===== config.mk =====
export PLATFORM = sky130hd
export DESIGN_NAME = pc_sequencer
export DESIGN_NICKNAME = d
export VERILOG_FILES = /design/src/rtl/pc_sequencer.sv
export SDC_FILE = /design/constraint.sdc
export NUM_CORES = 1
export LEC_CHECK = 0
export ABC_AREA = 1
export BUFFER_PORTS_ARGS = -buffer_cell sky130_fd_sc_hd__buf_2
export CORE_UTILIZATION = 50
export DETAILED_ROUTE_END_ITERATION = 7
export HOLD_SLACK_MARGIN = 0.1
export PLACE_DENSITY = 0.69
export SETUP_SLACK_MARGIN = 0.02
export SLEW_MARGIN = 15
export SYNTH_ARGS = -nofsm -noshare
export SYNTH_HDL_FRONTEND = slang
export SYNTH_SLANG_ARGS = --single-unit

===== constraint.sdc =====
create_clock -name clk -period 4.85 [get_ports clk]
set_clock_uncertainty 0.1 [all_clocks]
set_input_delay 0.485 -clock clk [delete_from_list [all_inputs] [get_ports clk]]
set_output_delay 0.485 -clock clk [all_outputs]
set_load 0.05 [all_outputs]

===== src/rtl/pc_sequencer.sv =====
// pc_sequencer: program-flow unit at the head of the IF stage.
//   Holds the registered program counter, produces pc+1, selects the next PC
//   (return / sequential / conditional branch / register jump / immediate
//   jump) and keeps a circular return-address stack (RAS) for call/return.
//
// Ports:
//   clk, rst_n            clock (rising edge), asynchronous active-low reset
//   stall                 hold pc, RAS, count and underflow flag this cycle
//   BS[1:0]               branch select: 00 seq, 01 cond, 10 reg jump, 11 imm jump
//   PS[1:0], Z            branch condition: PS[0] take on Z, PS[1] take on !Z
//   BrA, RAA, JMP         conditional / register / immediate targets
//   call, ret             push return address (only with BS[1]=1) / pop to pc
//   pc, pc_1              current PC (registered) and pc+1 (combinational)
//   taken                 next PC is a redirect rather than pc_1
//   ras_empty, ras_full   RAS occupancy flags
//   ras_underflow         sticky: ret seen with an empty RAS
module pc_sequencer #(
  parameter int unsigned     PC_W      = 16,
  parameter int unsigned     RAS_DEPTH = 4,
  parameter logic [PC_W-1:0] RESET_PC  = '0
) (
  input  logic            clk,
  input  logic            rst_n,
  input  logic            stall,
  input  logic [1:0]      BS,
  input  logic [1:0]      PS,
  input  logic            Z,
  input  logic [PC_W-1:0] BrA,
  input  logic [PC_W-1:0] RAA,
  input  logic [PC_W-1:0] JMP,
  input  logic            call,
  input  logic            ret,
  output logic [PC_W-1:0] pc,
  output logic [PC_W-1:0] pc_1,
  output logic            taken,
  output logic            ras_empty,
  output logic            ras_full,
  output logic            ras_underflow
);

  localparam int unsigned    PTR_W   = (RAS_DEPTH > 1) ? $clog2(RAS_DEPTH) : 1;
  localparam int unsigned    CNT_W   = $clog2(RAS_DEPTH + 1);
  localparam logic [CNT_W-1:0] CNT_MAX = CNT_W'(RAS_DEPTH);

  logic [PC_W-1:0]  pc_q, pc_d;
  logic [PTR_W-1:0] top_q, top_d;   // index of the most recent entry
  logic [CNT_W-1:0] cnt_q, cnt_d;
  logic             uflow_q, uflow_d;
  logic [PC_W-1:0]  ras_q [RAS_DEPTH];

  logic [PC_W-1:0]  pc_1_s;
  logic [PC_W-1:0]  next_pc_s;
  logic [PTR_W-1:0] top_inc_s;
  logic             taken_s, push_s, pop_s, uflow_set_s, cond_s, ras_we_s;

  assign pc_1_s    = pc_q + PC_W'(1);
  assign top_inc_s = top_q + PTR_W'(1);   // wraps naturally: depth is a power of 2
  assign cond_s    = (PS[0] & Z) | (PS[1] & ~Z);

  always_comb begin
    next_pc_s   = pc_1_s;
    taken_s     = 1'b0;
    push_s      = 1'b0;
    pop_s       = 1'b0;
    uflow_set_s = 1'b0;
    pc_d        = pc_q;
    top_d       = top_q;
    cnt_d       = cnt_q;
    uflow_d     = uflow_q;

    // ret outranks every BS source; it also suppresses a simultaneous call.
    if (ret) begin
      if (cnt_q != '0) begin
        next_pc_s = ras_q[top_q];
        taken_s   = 1'b1;
        pop_s     = 1'b1;
      end else begin
        uflow_set_s = 1'b1;
      end
    end else begin
      unique case (BS)
        2'b00: next_pc_s = pc_1_s;
        2'b01: begin
          if (cond_s) begin
            next_pc_s = BrA;
            taken_s   = 1'b1;
          end
        end
        2'b10: begin
          next_pc_s = RAA;
          taken_s   = 1'b1;
        end
        default: begin
          next_pc_s = JMP;
          taken_s   = 1'b1;
        end
      endcase
      push_s = call & BS[1];
    end

    if (!stall) begin
      pc_d = next_pc_s;
      if (push_s) begin
        // When full the write at top+1 lands on the oldest entry.
        top_d = top_inc_s;
        if (cnt_q != CNT_MAX) cnt_d = cnt_q + CNT_W'(1);
      end
      if (pop_s) begin
        top_d = top_q - PTR_W'(1);
        cnt_d = cnt_q - CNT_W'(1);
      end
      if (uflow_set_s) uflow_d = 1'b1;
    end
  end

  assign ras_we_s = push_s & ~stall;

  always_ff @(posedge clk or negedge rst_n) begin
    if (!rst_n) begin
      pc_q    <= RESET_PC;
      top_q   <= '0;
      cnt_q   <= '0;
      uflow_q <= 1'b0;
    end else begin
      pc_q    <= pc_d;
      top_q   <= top_d;
      cnt_q   <= cnt_d;
      uflow_q <= uflow_d;
    end
  end

  // Entry storage needs no reset: an empty count makes its contents unreachable.
  always_ff @(posedge clk) begin
    if (ras_we_s) ras_q[top_inc_s] <= pc_1_s;
  end

  assign pc            = pc_q;
  assign pc_1          = pc_1_s;
  assign taken         = taken_s;
  assign ras_empty     = (cnt_q == '0);
  assign ras_full      = (cnt_q == CNT_MAX);
  assign ras_underflow = uflow_q;

endmodule


==> impl_results.md, run 1 <==
* Outcome: finished clean
* Final setup viols at 0
* CP startpoint kind: flop
* Seq pwr share at 34.5%
* CP delay by family, top: flip-flops
* Switching share of power at between 50% and 60%
* Vias in the first global route at approximately 4.0k
* Slew HR at 36.27%
* Pwr dens at 569.9 nW/um2
* Final hold violations at 0
* WS Path Type: flop to output pin
* Synth async-reset ratio at 25.58%
* Most frequent cells in the layout: nand2_1 (127), buf_2 (93), nor2_1 (89), edfxtp_1 (64), o21ai_0 (51)
* Antenna-violating nets left at 0
* Row count at 35
* CTS root buf: clkbuf_8
* Worst-path clk slew at 0.10 ns
* Final net count at 736
* Setup TNS at 0 ns
* Worst hold path class: primary input to flop
* Synth unique cells at 43
* Worst-Skew Late Latency at 0.35 ns
* Ys Warns at 0
* H-tree levels at 3
* Clk buf depth at 2
* Pre-CTS setup slack at 2.074 ns
* Post-detail-place hpwl at 9.606 mm
* First-pass GRT wire length at 21.17 mm
* Max-cap viol count at 0
* EDFF count, synth at 64
* TritonCTS clock tree: done
* Clock buffer count from CTS at 9
* Via/cell ratio at 5.382
* Die height at 101.5 um
* GR Overflow Total at 0
* Switching power total at 1.689 mW
* Clock Power Share at 14.4%
* Worst-Margin Slew at around 0.95 ns
* Layout cell share with drive strength beyond 1 at 24.82%
* Hold_ws at around 0.35 ns
* R2r startpoint: top_q[1]
* Total power at roughly 3.2 mW
* Post-CTS sizing at 0
* Post-Route WL at between 10 and 15 mm
* Fmax at 340.4 MHz
* Mapped Nets at 646
* Port buffer count at between 90 and 100
* CP Data Required Time at 4.26 ns
* Crit-path slowest cell: dfrtp_1
* Setup crit start: pc[0]
* # clock sinks at 86
* # DRC at 0
* Commonest non-fill, non-tap cell in the layout: nand2_1
* Largest net degree at the start of global routing at 41
* Starting Density at 52.57%
* Combinational power share at 51.1%
* Die X at 101.5 um
* Mapped cell area at 4950 um2
* Diode count at 0
* Pins Over Slew Limit at 0
* Setup crit end kind: output pin
* Overall routing resource usage at 27.50%
* Area Overhead vs Synth at 15.17%
* Main synth FF type: edfxtp_1
* Critical Path Fanout Max at 8
* Drt first pass iters at 5
* Origin of the worst min-delay path: JMP[10]
* Drt initial violations at 275
* Fin crit share at 60.57%
* Die area at 10,300 um2
* Worst VDD drop at about 0.29 mV
* Max stage delay on crit path at approximately 0.5 ns
* Synth Area per Inst at 8.505 um2
* Yosys reg bits at 86
* I/O pin count at 94
* Period minus WS final at a little under 3 ns
* Static Leak at around 2.5 nW
* Fill count at 871
* Internal Power at 1.560 mW
* Gpl congestion at 0.9589
* RSZ-0062 raised after global routing: false
* Worst EP arrival at 2.35 ns
* Cell chain of the critical path: ha_1, nand3_4, nor2_8, nand3_1, xor2_1, buf_2
* Area of the core at 9415 um2
* Routed length per instance at 16.63 um
* Vias at 4,338
* Setup ws final at 1.912 ns
* Register area share after synthesis at about half
* Initial antenna violation count at 0
* Post-Syn Instances at 582
* Buf/Inv on CP at 1
## layer usage
metal	share of wire [%]	vias to the layer above	wire, um	GRT usage, %
met5	0	-	0	0
met4	0.82	0	110	5.128
met3	6.4	8	858	4.141
met2	47	182	6237	43.80
met1	46	2041	6194	40.35
li1	-	2107	-	-
## registers in the layout, summed over array words and instances (netlist names)
signal and cells:
cnt_q 3, pc 16, ras_q 64, ras_underflow 1, top_q 2
## cell type report
| cell class | count | area (um2) | area share (%) |
|---|---|---|---|
| clock buffers | 9 | 123.9 | 2.173 |
| clock inverters | 7 | 56.30 | 0.9877 |
| well taps | 129 | 161.4 | 2.831 |
| inverters | 58 | 217.7 | 3.819 |
| flip-flops and latches | 86 | 2472 | 43.37 |
| multi-input cells | 419 | 2163 | 37.95 |
| repair buffers | 98 | 505.5 | 8.867 |
## Yosys cell counts, types with 3 or more instances
cell	instances	area, um2
nor2_1	90	337.8
inv_1	49	183.9
nand2_1	127	476.7
clkbuf_1	8	30.03
o22ai_1	5	31.28
nand4_1	5	31.28
edfxtp_1	64	1922
xor2_1	5	43.79
xnor2_2	3	48.80
nor2_4	7	78.83
nor2_2	4	25.02
o21ai_1	6	30.03
o211ai_1	3	22.52
a21oi_1	21	105.1
nand2_2	11	68.82
and2_1	3	18.77
a21oi_2	5	43.79
inv_2	8	30.03
o21ai_0	51	255.2
buf_2	8	40.04
nand3_1	43	215.2
nand3_2	4	40.04
dfrtp_1	22	550.5
ha_1	5	62.56
## path summary, 6_finish.rpt
kind / to / slack (ns) / cells past startpoint
setup / recovery: pc_1[14] / 1.91 / 6
hold / removal: pc[10] / 0.35 / 5
hold reg to reg: cnt_q[2] / 0.38 / 1
max in group asynchronous: pc[8] / 3.69 / 2
setup reg to reg: ras_q[2][2] / 2.23 / 4
min in group asynchronous: pc[13] / 0.57 / 2
## logic make-up (layout without fill, tap and decap cells)
group	count (synthesis)	in the layout	synth area share, %
compound gates	98	98	11.05
fa+ha+maj	6	6	1.668
flops	86	86	49.95
buf+inv	77	172	6.395
simple gates	304	304	28.39
xor+xnor	11	11	2.553
## power groups by stage
stage,registers (mW),clock network [mW],logic (mW)
floorplan,1.28,0,1.05
global placement,1.13,0,1.62
detailed placement,1.13,0,1.64
CTS,1.12,0.474,1.65
global route,1.14,0.507,1.79
finish,1.12,0.468,1.66
## worst min-delay path: stages
cell,delay (ns)
buf_2,0.07
nor2_1,0.03
nor2_1,0.08
nand2_1,0.06
nand2_1,0.04
## through the flow
stage          utilization [%]  cells  area (um2)
5_1_grt                  60.54    806        5700
4_1_cts                  60.54    806        5700
3_5_place_dp             58.52    789        5510
6_report                 60.54    806        5700
2_1_floorplan                -    582        4950
3_3_place_gp             58.50    789        5508
## what timing repair did
item                      in CTS  in global routing
setup buffers                  0                  0
hold endpoints to repair      22                  0
hold buffers                   1                  0
Power figures use the tool's default switching activity.
==> run 2, diff against run 1 <==
--- a/config.mk
+++ b/config.mk
@@ -5,12 +5,12 @@
 export SDC_FILE = /design/constraint.sdc
 export NUM_CORES = 1
 export LEC_CHECK = 0
-export ABC_AREA = 1
+export ABC_AREA = 0
 export BUFFER_PORTS_ARGS = -buffer_cell sky130_fd_sc_hd__buf_2
 export CORE_UTILIZATION = 50
 export DETAILED_ROUTE_END_ITERATION = 7
 export HOLD_SLACK_MARGIN = 0.1
-export PLACE_DENSITY = 0.69
+export PLACE_DENSITY = 0.73
 export SETUP_SLACK_MARGIN = 0.02
 export SLEW_MARGIN = 15
 export SYNTH_ARGS = -nofsm -noshare
==> constraint.sdc (replaced) <==
create_clock -name clk -period 2.7 [get_ports clk]
set_clock_uncertainty 0.1 [all_clocks]
set_input_delay 0.27 -clock clk [delete_from_list [all_inputs] [get_ports clk]]
set_output_delay 0.27 -clock clk [all_outputs]
set_load 0.05 [all_outputs]
==> impl_results.md, run 2 <==
* Outcome: finished, violations left
* Failing checks: design-rule violations
* Crit-path slowest cell: dfrtp_2
* # DRC at 8
* Pins Over Slew Limit at 0
* Synth unique cells at 64
* Hold_ws at 0.1567 ns
* I/O pin count at 94
* H-tree levels at 3
* Mapped Nets at ~420
* Final Core Density at 62.67%
* Cell chain of the critical path: ha_1, and4_1, nand4_1, xnor2_2, clkbuf_4
* RSZ-0062 raised after global routing: true
* Pre-CTS setup slack at ~0.43 ns
* Commonest non-fill, non-tap cell in the layout: buf_2
* Drt first pass iters at 7
* Via/cell ratio at 6.291
* Die height at 97.96 um
* CP startpoint kind: flop
* Vias at 3,592
* Max-cap viol count at 0
* Max FFs per register at 64
* Die area at 9596 um2
* GR Overflow Total at 0
* Vias in the first global route at 3,477
* Ys Warns at 0
* Worst-Margin Slew at 0.6257 ns
* Overall routing resource usage at 27.13%
* Area Overhead vs Synth at 19.86%
* Setup TNS at 0 ns
* # clock sinks at between 80 and 90
* Most frequent cell after synthesis: edfxtp_1
* Area of the core at between 8000 and 9000 um2
* Fin crit share at 94.88%
* CTS root buf: clkbuf_8
* Setup crit end kind: output pin
* Worst hold path class: primary input to flop
* Worst VDD drop at approximately 0.56 mV
* Mapped cell area at between 4000 and 5000 um2
* Synth top area cells: edfxtp_1 (42%), dfrtp_1 (12%), mux4_1 (7.4%), nand2_1 (2.9%), mux2i_1 (2.8%)
* Die X at 97.96 um
* Antenna-violating nets left at 0
* Period minus WS final at 2.562 ns
* Initial antenna violation count at 0
* Pwr dens at 1043 nW/um2
* Most frequent cells in the layout: buf_2 (89), edfxtp_1 (64), nand2_1 (35), buf_4 (22), a21oi_1 (19)
* Post-Route WL at 12.58 mm
* Max stage delay on crit path at 0.47 ns
* Setup ws final at approximately 0.14 ns
* Largest net degree at the start of global routing at 31
* Diode count at 0
* Synth Area per Inst at 12.97 um2
* CP Data Required Time at 2.33 ns
* EDFF count, synth at 64
* Post-Syn Instances at 355
* Yosys top cell area share at 41.74%
* Starting Density at 52.29%
* WS Path Type: flop to output pin
* Drt initial violations at 361
* Static Leak at 2.246 nW
* Critical Path Fanout Max at 9
* Final net count at 522
* TritonCTS clock tree: done
* Worst EP arrival at 2.19 ns
* Most frequent cells after synthesis: edfxtp_1 (64), nand2_1 (35), dfrtp_1 (22)
* Final hold violations at 0
* Yosys reg bits at 86
* Row count at 34
* Final setup viols at 0
* Slew HR at about three fifths
* Fmax at roughly 400 MHz
* First-pass GRT wire length at 19.22 mm
* Layout cell share with drive strength beyond 1 at 34.56%
* Worst-path clk slew at 0.08 ns
* Synth async-reset ratio at 25.58%
* Post-detail-place hpwl at ~8.8 mm
* Register area share after synthesis at a little over half
* Main synth FF type: edfxtp_1
* Clock buffer count from CTS at 9
* Routed length per instance at 22.03 um
* Worst-Skew Late Latency at 0.36 ns
* Cell type with the largest total area after synthesis: edfxtp_1
* Clk buf depth at 2
* Largest Register: ras_q
* Gpl congestion at a little over 0.9
* Port buffer count at 93
==> run 2: worst paths after layout <==
check | startpoint | endpoint | slack (ns) | depth (start not counted)
hold / removal | BrA[11] | pc[11] | 0.16 | 3
setup reg to reg | cnt_q[0] | cnt_q[2] | 0.42 | 5
min in group asynchronous | rst_n | cnt_q[1] | 0.34 | 2
max in group asynchronous | rst_n | pc[7] | 1.74 | 2
setup / recovery | pc[0] | pc_1[14] | 0.14 | 5
hold reg to reg | ras_underflow | ras_underflow | 0.39 | 1
==> run 2: layout make-up <==
class | instances | area (um2)
timing repair buffer | 114 | 635.6
tap | 108 | 135.1
fill | 699 | 3287
inverter | 18 | 72.57
clock inverter | 5 | 83.83
sequential | 86 | 2477
multi-input combinational | 229 | 1983
clock buffer | 11 | 131.4
==> run 2: cell families after synthesis <==
logic type                 after synthesis  share of synthesized area [%]
and+or+nand+nor                         90                          10.08
xor gates and xnor gates                16                          3.043
adders and majority gates                6                          1.793
AOI/OAI and AO/OA                       83                          13.32
buffers and inverters                   40                          4.810
muxes                                   34                          13.26
DFF                                     86                          53.70
==> run 2: worst max-delay path: cells and delay by family (launching register included) <==
| family | cells | cell delay, ns |
|---|---|---|
| DFF | 1 | 0.47 |
| and+or+nand+nor | 2 | 0.50 |
| adders and majority gates | 1 | 0.23 |
| buffers and inverters | 1 | 0.31 |
| xor gates and xnor gates | 1 | 0.33 |
==> run 2: timing repair <==
item / in CTS / in global routing
gates resized for setup: 1 / 10
endpoints found under the hold margin: 22 / 0
buffers inserted: 0 / 3
pin swaps: 0 / 2
hold buffers: 1 / 0
endpoints found under the setup margin: 1 / 9
==> run 2: metrics by stage <==
stage               instance area (um2)  instances  power (mW)
global placement                   5236        551       4.669
global route                       5519        571       6.006
finish                             5519        571       5.757
floorplan                          4657        355       4.036
CTS                                5464        568       5.707
detailed placement                 5236        551       4.723
==> run 2: metal layers <==
metal	track usage, %	wire length [um]
met5	0	0
met4	10.96	362
met3	7.158	1316
met2	40.57	5710
met1	37.92	5190
==> run 2: where the power goes <==
part           internal (mW)  total [mW]  leakage [nW]  switching [mW]
clock network          0.523       0.986        0.0998           0.462
registers               1.74        1.99         0.830           0.245
logic                  0.891        2.79          1.32            1.89
total                   3.16        5.76          2.25            2.60
